[src/rtl/multicycle_control_fsm_pkg.sv]
// Shared types for the multi-cycle RV32I control path: opcodes, ALU control,
// datapath select encodings, FSM states and the decoded control word.
package multicycle_control_fsm_pkg;

  typedef enum logic [6:0] {
    OpLoad       = 7'b0000011,
    OpItypeLogic = 7'b0010011,
    OpAuipc      = 7'b0010111,
    OpStore      = 7'b0100011,
    OpRtype      = 7'b0110011,
    OpLui        = 7'b0110111,
    OpBtype      = 7'b1100011,
    OpJalr       = 7'b1100111,
    OpJtype      = 7'b1101111
  } opcode_t;

  typedef enum logic [1:0] {
    AluOpUnset  = 2'd0,
    AluOpAdd    = 2'd1,
    AluOpRegOp  = 2'd2,
    AluOpBranch = 2'd3
  } alu_op_t;

  typedef enum logic [1:0] {
    SrcAPc    = 2'b00,
    SrcAOldPc = 2'b01,
    SrcARs1   = 2'b10,
    SrcAZero  = 2'b11
  } alu_src_a_t;

  typedef enum logic [1:0] {
    SrcBRs2  = 2'b00,
    SrcBImm  = 2'b01,
    SrcBFour = 2'b10
  } alu_src_b_t;

  typedef enum logic [1:0] {
    ResAluOut    = 2'b00,
    ResData      = 2'b01,
    ResAluDirect = 2'b10
  } result_src_t;

  typedef enum logic [3:0] {
    StFetch    = 4'd0,
    StDecode   = 4'd1,
    StMemAdr   = 4'd2,
    StMemRead  = 4'd3,
    StMemWb    = 4'd4,
    StMemWrite = 4'd5,
    StExecR    = 4'd6,
    StExecI    = 4'd7,
    StAluWb    = 4'd8,
    StBranch   = 4'd9,
    StJal      = 4'd10,
    StJalr     = 4'd11,
    StLink     = 4'd12,
    StUtype    = 4'd13,
    StTrap     = 4'd14
  } ctrl_state_t;

  typedef struct packed {
    logic        mem_req;
    logic        mem_write;
    logic        adr_src;
    logic        ir_write;
    logic        pc_update;
    logic        reg_write;
    alu_src_a_t  alu_src_a;
    alu_src_b_t  alu_src_b;
    result_src_t result_src;
    alu_op_t     alu_op;
    logic        illegal_instr;
  } ctrl_out_t;

endpackage

[src/rtl/multicycle_control_fsm_if.sv]
// Control bundle between the main FSM (master) and the datapath/decoder (slave).
interface multicycle_control_fsm_if;

  multicycle_control_fsm_pkg::opcode_t     opcode;
  logic                                    branch_cond;
  logic                                    mem_ready;
  logic                                    mem_req;
  logic                                    mem_write;
  logic                                    adr_src;
  logic                                    ir_write;
  logic                                    pc_update;
  logic                                    reg_write;
  multicycle_control_fsm_pkg::alu_src_a_t  alu_src_a;
  multicycle_control_fsm_pkg::alu_src_b_t  alu_src_b;
  multicycle_control_fsm_pkg::result_src_t result_src;
  multicycle_control_fsm_pkg::alu_op_t     alu_op;
  logic                                    illegal_instr;
  logic                                    instr_retired;
  multicycle_control_fsm_pkg::ctrl_state_t state;

  modport master (
    input  opcode, branch_cond, mem_ready,
    output mem_req, mem_write, adr_src, ir_write, pc_update, reg_write,
    output alu_src_a, alu_src_b, result_src, alu_op, illegal_instr, instr_retired, state
  );

  modport slave (
    output opcode, branch_cond, mem_ready,
    input  mem_req, mem_write, adr_src, ir_write, pc_update, reg_write,
    input  alu_src_a, alu_src_b, result_src, alu_op, illegal_instr, instr_retired, state
  );

endinterface

[src/rtl/multicycle_control_fsm_control_output_decoder.sv]
// Combinational control-word decode from the current FSM state. Moore except
// for the mem_ready gating in FETCH and the branch_cond gating in BRANCH.
module control_output_decoder
  import multicycle_control_fsm_pkg::*;
(
  input  ctrl_state_t state_i,
  input  opcode_t     opcode_i,
  input  logic        mem_ready_i,
  input  logic        branch_cond_i,
  output ctrl_out_t   out_o
);

  always_comb begin
    out_o = '0;
    unique case (state_i)
      StFetch: begin
        out_o.mem_req    = 1'b1;
        out_o.alu_src_b  = SrcBFour;
        out_o.alu_op     = AluOpAdd;
        out_o.result_src = ResAluDirect;
        out_o.ir_write   = mem_ready_i;
        out_o.pc_update  = mem_ready_i;
      end
      StDecode: begin
        // Precompute the branch/JAL target into ALUOut.
        out_o.alu_src_a = SrcAOldPc;
        out_o.alu_src_b = SrcBImm;
        out_o.alu_op    = AluOpAdd;
      end
      StMemAdr: begin
        out_o.alu_src_a = SrcARs1;
        out_o.alu_src_b = SrcBImm;
        out_o.alu_op    = AluOpAdd;
      end
      StMemRead: begin
        out_o.mem_req = 1'b1;
        out_o.adr_src = 1'b1;
      end
      StMemWb: begin
        out_o.result_src = ResData;
        out_o.reg_write  = 1'b1;
      end
      StMemWrite: begin
        out_o.mem_req   = 1'b1;
        out_o.adr_src   = 1'b1;
        out_o.mem_write = 1'b1;
      end
      StExecR: begin
        out_o.alu_src_a = SrcARs1;
        out_o.alu_src_b = SrcBRs2;
        out_o.alu_op    = AluOpRegOp;
      end
      StExecI: begin
        out_o.alu_src_a = SrcARs1;
        out_o.alu_src_b = SrcBImm;
        out_o.alu_op    = AluOpRegOp;
      end
      StAluWb: out_o.reg_write = 1'b1;
      StBranch: begin
        out_o.alu_src_a = SrcARs1;
        out_o.alu_src_b = SrcBRs2;
        out_o.alu_op    = AluOpBranch;
        out_o.pc_update = branch_cond_i;
      end
      StJal: out_o.pc_update = 1'b1;
      StJalr: begin
        // rs1 is consumed here, before LINK overwrites rd.
        out_o.alu_src_a  = SrcARs1;
        out_o.alu_src_b  = SrcBImm;
        out_o.alu_op     = AluOpAdd;
        out_o.result_src = ResAluDirect;
        out_o.pc_update  = 1'b1;
      end
      StLink: begin
        out_o.alu_src_a  = SrcAOldPc;
        out_o.alu_src_b  = SrcBFour;
        out_o.alu_op     = AluOpAdd;
        out_o.result_src = ResAluDirect;
        out_o.reg_write  = 1'b1;
      end
      StUtype: begin
        out_o.alu_src_a = (opcode_i == OpLui) ? SrcAZero : SrcAOldPc;
        out_o.alu_src_b = SrcBImm;
        out_o.alu_op    = AluOpAdd;
      end
      StTrap: out_o.illegal_instr = 1'b1;
      default: ;
    endcase
  end

endmodule

[src/rtl/multicycle_control_fsm.sv]
// Main control FSM for the multi-cycle RV32I core: state register, next-state
// logic and reset gating of the enables produced by the output decoder.
module multicycle_control_fsm
  import multicycle_control_fsm_pkg::*;
(
  input  logic                            clk,
  input  logic                            rst_n,
  multicycle_control_fsm_if.master        bus
);

  ctrl_state_t state_q, state_d;
  ctrl_out_t   dec;

  always_comb begin
    state_d = state_q;
    unique case (state_q)
      StFetch:    if (bus.mem_ready) state_d = StDecode;
      StDecode: begin
        case (bus.opcode)
          OpLoad, OpStore: state_d = StMemAdr;
          OpRtype:         state_d = StExecR;
          OpItypeLogic:    state_d = StExecI;
          OpJtype:         state_d = StJal;
          OpJalr:          state_d = StJalr;
          OpBtype:         state_d = StBranch;
          OpLui, OpAuipc:  state_d = StUtype;
          default:         state_d = StTrap;
        endcase
      end
      StMemAdr:   state_d = (bus.opcode == OpStore) ? StMemWrite : StMemRead;
      StMemRead:  if (bus.mem_ready) state_d = StMemWb;
      StMemWrite: if (bus.mem_ready) state_d = StFetch;
      StMemWb, StAluWb, StBranch, StLink: state_d = StFetch;
      StExecR, StExecI, StUtype:          state_d = StAluWb;
      StJal, StJalr:                      state_d = StLink;
      StTrap:     state_d = StTrap;
      default:    state_d = StFetch;
    endcase
  end

  always_ff @(posedge clk or negedge rst_n) begin
    if (!rst_n) begin
      state_q <= StFetch;
    end else begin
      state_q <= state_d;
    end
  end

  control_output_decoder u_decoder (
    .state_i       (state_q),
    .opcode_i      (bus.opcode),
    .mem_ready_i   (bus.mem_ready),
    .branch_cond_i (bus.branch_cond),
    .out_o         (dec)
  );

  // Enables are forced low while reset is held, even though state reads FETCH.
  assign bus.mem_req       = dec.mem_req & rst_n;
  assign bus.mem_write     = dec.mem_write & rst_n;
  assign bus.ir_write      = dec.ir_write & rst_n;
  assign bus.pc_update     = dec.pc_update & rst_n;
  assign bus.reg_write     = dec.reg_write & rst_n;
  assign bus.illegal_instr = dec.illegal_instr & rst_n;
  assign bus.instr_retired = rst_n & (state_q != StFetch) & (state_d == StFetch);
  assign bus.adr_src       = dec.adr_src;
  assign bus.alu_src_a     = dec.alu_src_a;
  assign bus.alu_src_b     = dec.alu_src_b;
  assign bus.result_src    = dec.result_src;
  assign bus.alu_op        = dec.alu_op;
  assign bus.state         = state_q;

endmodule

[src/flat_wrapper.sv]
// flat-port wrapper written by rule: the top's interface ports become plain ports
module multicycle_control_fsm_flat import multicycle_control_fsm_pkg::*;
  (clk, rst_n, bus_opcode, bus_branch_cond, bus_mem_ready, bus_mem_req, bus_mem_write, bus_adr_src, bus_ir_write, bus_pc_update, bus_reg_write, bus_alu_src_a, bus_alu_src_b, bus_result_src, bus_alu_op, bus_illegal_instr, bus_instr_retired, bus_state);
  multicycle_control_fsm_if bus_i ();
  input  logic clk;
  input  logic rst_n;
  input wire logic [$bits(bus_i.opcode)-1:0] bus_opcode;
  input wire logic [$bits(bus_i.branch_cond)-1:0] bus_branch_cond;
  input wire logic [$bits(bus_i.mem_ready)-1:0] bus_mem_ready;
  output wire logic [$bits(bus_i.mem_req)-1:0] bus_mem_req;
  output wire logic [$bits(bus_i.mem_write)-1:0] bus_mem_write;
  output wire logic [$bits(bus_i.adr_src)-1:0] bus_adr_src;
  output wire logic [$bits(bus_i.ir_write)-1:0] bus_ir_write;
  output wire logic [$bits(bus_i.pc_update)-1:0] bus_pc_update;
  output wire logic [$bits(bus_i.reg_write)-1:0] bus_reg_write;
  output wire logic [$bits(bus_i.alu_src_a)-1:0] bus_alu_src_a;
  output wire logic [$bits(bus_i.alu_src_b)-1:0] bus_alu_src_b;
  output wire logic [$bits(bus_i.result_src)-1:0] bus_result_src;
  output wire logic [$bits(bus_i.alu_op)-1:0] bus_alu_op;
  output wire logic [$bits(bus_i.illegal_instr)-1:0] bus_illegal_instr;
  output wire logic [$bits(bus_i.instr_retired)-1:0] bus_instr_retired;
  output wire logic [$bits(bus_i.state)-1:0] bus_state;
  assign bus_i.opcode = bus_opcode;
  assign bus_i.branch_cond = bus_branch_cond;
  assign bus_i.mem_ready = bus_mem_ready;
  assign bus_mem_req = bus_i.mem_req;
  assign bus_mem_write = bus_i.mem_write;
  assign bus_adr_src = bus_i.adr_src;
  assign bus_ir_write = bus_i.ir_write;
  assign bus_pc_update = bus_i.pc_update;
  assign bus_reg_write = bus_i.reg_write;
  assign bus_alu_src_a = bus_i.alu_src_a;
  assign bus_alu_src_b = bus_i.alu_src_b;
  assign bus_result_src = bus_i.result_src;
  assign bus_alu_op = bus_i.alu_op;
  assign bus_illegal_instr = bus_i.illegal_instr;
  assign bus_instr_retired = bus_i.instr_retired;
  assign bus_state = bus_i.state;
  multicycle_control_fsm u_core (.clk(clk), .rst_n(rst_n), .bus(bus_i));
endmodule
[config.mk]
export PLATFORM = sky130hd
export DESIGN_NAME = multicycle_control_fsm_flat
export DESIGN_NICKNAME = d
export VERILOG_FILES = /design/src/rtl/multicycle_control_fsm_pkg.sv /design/src/rtl/multicycle_control_fsm_if.sv /design/src/rtl/multicycle_control_fsm_control_output_decoder.sv /design/src/rtl/multicycle_control_fsm.sv /design/src/flat_wrapper.sv
export SDC_FILE = /design/constraint.sdc
export NUM_CORES = 1
export LEC_CHECK = 0
export BUFFER_PORTS_ARGS = -buffer_cell sky130_fd_sc_hd__buf_4
export CAP_MARGIN = 40
export CORE_MARGIN = 1.5
export CORE_UTILIZATION = 43
export DETAILED_ROUTE_END_ITERATION = 12
export PLACE_DENSITY = 0.74
export SLEW_MARGIN = 20
export SYNTH_ARGS = -nofsm -noshare
export SYNTH_HDL_FRONTEND = slang
export SYNTH_SLANG_ARGS = --single-unit
[constraint.sdc]
create_clock -name clk -period 1.9 [get_ports clk]
set_input_delay 0 -clock clk [delete_from_list [all_inputs] [get_ports clk]]
set_output_delay 0 -clock clk [all_outputs]
set_load 0.01 [all_outputs]
==> results of run 1 <==
[metal layers]
layer,track usage,up-vias,part of all wire
li1,-,434,-
met3,0.0583,11,0.067
met1,0.313,431,0.42
met5,0,-,0
met4,0.152,0,0.040
met2,0.370,46,0.47
[logic make-up after synthesis]
| kind of cell | synth area share |
|---|---|
| simple gates | 0.411 |
| flops | 0.142 |
| mux | 0.0142 |
| compound gates | 0.338 |
| buf+inv | 0.0694 |
| xor+xnor | 0.0249 |
[cells in the final DEF, fill, tap and decap left out, types with 2 or more instances in the layout]
| cell | instances |
|---|---|
| o21ai_0 | 2 |
| a31oi_1 | 2 |
| a21oi_1 | 5 |
| buf_4 | 38 |
| inv_1 | 4 |
| a211oi_1 | 2 |
| dfrtp_1 | 2 |
| xnor2_1 | 2 |
| nand2b_1 | 4 |
| clkbuf_4 | 3 |
| nor2_1 | 8 |
| o211ai_2 | 2 |
| nand2_1 | 8 |
| nand3b_1 | 2 |
| or4b_4 | 3 |
| nor2b_1 | 4 |
| nor3b_1 | 2 |
| and3_1 | 2 |
| a22o_1 | 3 |
| dfrtp_2 | 2 |
| nor3_1 | 5 |
[what timing repair did]
item	in CTS	in global routing
pin swaps	0	1
setup buffers	0	1
cloned	0	0
setup endpoints to repair	1	1
hold buffers	1	0
hold endpoints to repair	4	0
resized for setup	2	5
[worst min-delay path, cell delays in order]
cell	delay, ns
buf_4	0.09
o311a_1	0.16
o21ai_1	0.07
[power by group through the flow]
| stage | combinational, mW | sequential (mW) | clock, mW |
|---|---|---|---|
| finish | 1.21 | 0.178 | 0.108 |
| global route | 1.30 | 0.186 | 0.126 |
| CTS | 1.16 | 0.170 | 0.111 |
| detailed placement | 1.15 | 0.169 | 0 |
| global placement | 1.13 | 0.168 | 0 |
| floorplan | 0.696 | 0.164 | 0 |
[final timing paths]
kind / startpoint / end / slack (ns)
setup / recovery: u_core.bus.state[2] / bus_instr_retired / 0.06
hold / removal: bus_opcode[1] / u_core.bus.state[2] / 0.12
setup reg to reg: u_core.bus.state[1] / u_core.bus.state[0] / 0.44
hold reg to reg: u_core.bus.state[1] / u_core.bus.state[2] / 0.67
max in group asynchronous: rst_n / u_core.bus.state[2] / 1.62
min in group asynchronous: rst_n / u_core.bus.state[3] / 0.13
[final cells by class]
cell class,instances,area [µm²],share of cell area
multi-input cells,80,577,0.557
repair buffers,39,295,0.285
inverters,5,18.8,0.0181
clock buffers,3,22.5,0.0217
well taps,16,20.0,0.0193
flip-flops and latches,4,103,0.0990
==> impl_metrics.yaml, run 1 <==
placement:
  place_ws_ns: 0.256
  io_buffer_count: 30
  postPlaceCellArea_um2: 971
  placedCellCount: 142
  place.gp.congestion: 0.958
  dp_hpwl_um: 1590
synthesis:
  yosysWarnings: 0
  synth_edf_count: 0
  synthDominantCellAreaShare: 0.142
  synth_commonest_cells: "8 x nand2_1, 8 x nor2_1, 6 x a21oi_1, 6 x nor3_1"
  async_reset_ff_frac: 1.00
  synth.area.top_cells: "dfrtp_1 14%, a21oi_1 4.3%, nor3_1 4.3%"
  syn-cell-area_um2: 703
  syn_inst: 96
  ys_ff_latch: 4
  synth_area_leader_cell: "dfrtp_1"
  synthFlopType: "dfrtp_1"
  synth-seq-area-share: 0.142
  synth_cell_types: 46
  syn-num-nets: 107
  synth.avg_cell_area_um2: 7.32
worst_setup_path:
  worstPathArrival_ns: 1.84
  path_class: "reg2out"
  crit_chain: "or4b_4, nor3_1, a211oi_1, and4bb_1, buf_4"
  required_ns: 1.90
  rr_worst_depth: 6
  slowest_delay_ns: 0.53
  cp-end-kind: "output port"
  critPathTopFamily: "simple AND/OR/NAND/NOR gates"
  cp-start-kind: "flop"
  cp_slowest_cell: "or4b_4"
  worstSetupPathDepth: 5
  cp_max_fo: 8
  crit_buf_inv: 1
cts:
  cts.sinks: 4
  cts_max_level: 1
  clock_path_buffers: 2
  cts_tree: "yes"
  clkTransAtPathRegs_ns: 0.04
  clockRootBuffer: "clkbuf_4"
  numCtsBuffers: 3
  clock_latency_ns: 0.24
power_and_ir_drop:
  pwr-share-seq: 0.119
  switching_share: 0.469
  p_total_mw: 1.49
  p_int_uw: 793
  p_leak_nw: 0.501
  powerDensity_nw_per_um2: 1440
  netSwitchingPower_uw: 699
  power_frac_comb: 0.809
  ir_drop_uv: 634
  clkPwrFrac: 0.072
final_layout:
  largest_register_ffs: 4
  n_fill_cell: 136
  final_core_util: 0.680
  area_growth_pct: 47.3
  fin_cells: 147
  drive_above_1_share: 0.435
  antenna_cells: 0
  layout.nets: 144
  final_area_um2: 1040
global_routing:
  grt_pass1_vias: 778
  grt-ovfl-total: 0
  grt_max_degree: 16
  grt.total_usage: 0.245
  grt_first_pass_wirelength_um: 3480
  antenna_found_initial: 0
floorplan:
  dieArea_um2: 1890
  coreArea_um2: 1520
  rows: 14
  chipWidth_um: 43.4
  die_h_um: 43.4
  ioPinCount: 31
  initial_core_util: 0.461
drt:
  routed_wl_um: 2220
  drt_iter0_drc: 34
  wl_per_cell_um: 15.1
  ant_nets: 0
  drc: 0
  vias_per_cell: 6.27
  num_vias: 922
  firstDrtPassIters: 4
run:
  maxCapViolCount: 0
timing:
  max_slew.worst_pin.slew_ns: 0.341
  max_freq_ghz: 0.543
  relSlewSlack: 0.770
  finalClockSkew_ns: 0.00411
  min_period_ns: 1.84
  period_share: 0.969
  maxSlewViolCount: 0
  holdWs_ns: 0.125
  timing.final.hold_violations: 0
  setup_slack_ns: 0.0580
  setup_tns_ns: 0
  setup_viol: 0
status:
  outcome: "completed"
hold_path:
  hold_path_depth: 3
  hp-class: "in2reg"
No activity file was read; power rests on OpenSTA's default activity.
==> run 2, diff against run 1 <==
--- a/config.mk
+++ b/config.mk
@@ -11,7 +11,8 @@
 export CORE_UTILIZATION = 43
 export DETAILED_ROUTE_END_ITERATION = 12
 export PLACE_DENSITY = 0.74
-export SLEW_MARGIN = 20
+export SLEW_MARGIN = 10
 export SYNTH_ARGS = -nofsm -noshare
 export SYNTH_HDL_FRONTEND = slang
 export SYNTH_SLANG_ARGS = --single-unit
+export TNS_END_PERCENT = 1
==> constraint.sdc (replaced) <==
create_clock -name clk -period 1.9 [get_ports clk]
set_input_delay 0 -clock clk [delete_from_list [all_inputs] [get_ports clk]]
set_output_delay 0 -clock clk [all_outputs]
set_load 0.02 [all_outputs]
==> run 2 against run 1 <==
Net effect:
- routed wire length decreased by 5.4%
- critical endpoint unchanged
- clock skew decreased by 0.0024 ns
- maximum frequency is 0.87% higher
==> impl_metrics.yaml, run 2 (synthesized netlist as in run 1, its figures left out) <==
final_layout:
  final_area_um2: 1030
  antenna_cells: 0
  mostFrequentLayoutCells: "38 x buf_4, 8 x nand2_1, 8 x nor2_1"
  n_fill_cell: 127
  layout_commonest_cell: "buf_4"
  largest_register_ffs: 4
  seqCellArea_um2: 103
  layout.nets: 144
  area_growth_pct: 46.4
  multi_input_comb_area_um2: 571
  drive_above_1_share: 0.427
timing:
  period_share: 0.961
  max_slew.worst_pin.slew_ns: 0.363
  min_period_ns: 1.83
  rsz0062_at_grt: "false"
  setup_viol: 0
  setup_tns_ns: 0
  finalClockSkew_ns: 0.00172
  timing.final.hold_violations: 0
  relSlewSlack: 0.755
  setup_slack_ns: 0.0738
  max_freq_ghz: 0.548
  holdWs_ns: 0.120
  maxSlewViolCount: 0
drt:
  ant_nets: 0
  wl_per_cell_um: 14.3
  firstDrtPassIters: 4
  drc: 0
  num_vias: 889
  routed_wl_um: 2100
  drt_iter0_drc: 21
  vias_per_cell: 6.05
cts:
  numCtsBuffers: 3
  clock_path_buffers: 2
  clockRootBuffer: "clkbuf_4"
  cts.sinks: 4
  cts_tree: "yes"
  cts_max_level: 1
  post_cts.repair.setup_buffers: 0
  clkTransAtPathRegs_ns: 0.04
  clock_latency_ns: 0.24
status:
  outcome: "completed"
worst_setup_path:
  slowest_delay_ns: 0.41
  path_class: "reg2out"
  cp_common_cell: "buf_4"
  required_ns: 1.90
  cp-end-kind: "output port"
  cp_slowest_cell: "dfrtp_1"
  crit_chain: "buf_4, nor4b_1, o21ai_2, o211ai_2, and4bb_1, buf_4"
  cp_max_fo: 13
  cp-start-kind: "flop"
  worstPathArrival_ns: 1.83
placement:
  place_ws_ns: 0.273
  postPlaceCellArea_um2: 978
  io_buffer_count: 30
  place.gp.congestion: 0.931
  dp_hpwl_um: 1630
global_routing:
  grt.total_usage: 0.232
  grt_max_degree: 15
  gr-usage-met2: 0.373
  grtUsageMet1: 0.312
  grt-ovfl-total: 0
  grt_pass1_vias: 761
  grt_busiest_layer: "met2"
  grt_first_pass_wirelength_um: 3350
  antenna_found_initial: 0
  grt_util_met3: 0.0542
power_and_ir_drop:
  powerDensity_nw_per_um2: 1560
  ir_drop_uv: 612
  p_total_mw: 1.61
  p_leak_nw: 0.498
floorplan:
  coreArea_um2: 1520
  die_h_um: 43.4
  dieArea_um2: 1890
  ioPinCount: 31
  rows: 14
  chipWidth_um: 43.4
  initial_core_util: 0.461
hold_path:
  hp-class: "in2async"
run:
  maxCapViolCount: 0
## run 2: changes by cell type in the layout (fill, tap and decap cells not counted)
cell     previous run  this run
nor4b_1             0         1
nor4b_2             1         0
## run 2: power by group
group          internal (mW)  switching (mW)
Clock                 0.0709          0.0389
Sequential             0.123          0.0556
Combinational          0.599           0.720
## run 2: what timing repair did
action | CTS | global route
endpoints found under the setup margin | 0 | 1
hold endpoints to repair | 4 | 0
gates resized for setup | 0 | 6
hold buffers | 1 | 0
## run 2: path summary, 6_finish.rpt
path / start / to / slack [ns] / depth (start not counted)
max in group asynchronous: rst_n / u_core.bus.state[0] / 1.64 / 2
max: u_core.bus.state[3] / bus_instr_retired / 0.07 / 6
min reg2reg: u_core.bus.state[1] / u_core.bus.state[2] / 0.69 / 2
min: rst_n / u_core.bus.state[3] / 0.12 / 2
min in group clk: bus_opcode[1] / u_core.bus.state[2] / 0.12 / 3
max reg2reg: u_core.bus.state[0] / u_core.bus.state[0] / 0.45 / 5
## run 2: cell type report
| cell class | instances | area share |
|---|---|---|
| flip-flops and latches | 4 | 0.0996 |
| clock buffers | 3 | 0.0219 |
| well taps | 16 | 0.0194 |
| multi-input cells | 80 | 0.554 |
| inverters | 5 | 0.0182 |
| repair buffers | 39 | 0.287 |
## run 2: critical path, delay by kind of cell, from the launching register on
kind	cells	cell delay, ns
AO/OA/AOI/OAI	2	0.19
AND/OR/NAND/NOR	2	0.61
flip-flops	1	0.41
buffers and inverters	2	0.36
## run 2: per-layer routing
metal  up-vias  share of wire
li1        439              -
met1       404           0.44
met2        42           0.48
met3         4          0.057
met4         0          0.014
met5         -              0
## run 2: per-stage QoR
stage | instances | utilization
2_1_floorplan | 96 | -
3_3_place_gp | 143 | 0.642
3_5_place_dp | 143 | 0.642
4_1_cts | 147 | 0.663
5_1_grt | 147 | 0.676
6_report | 147 | 0.676
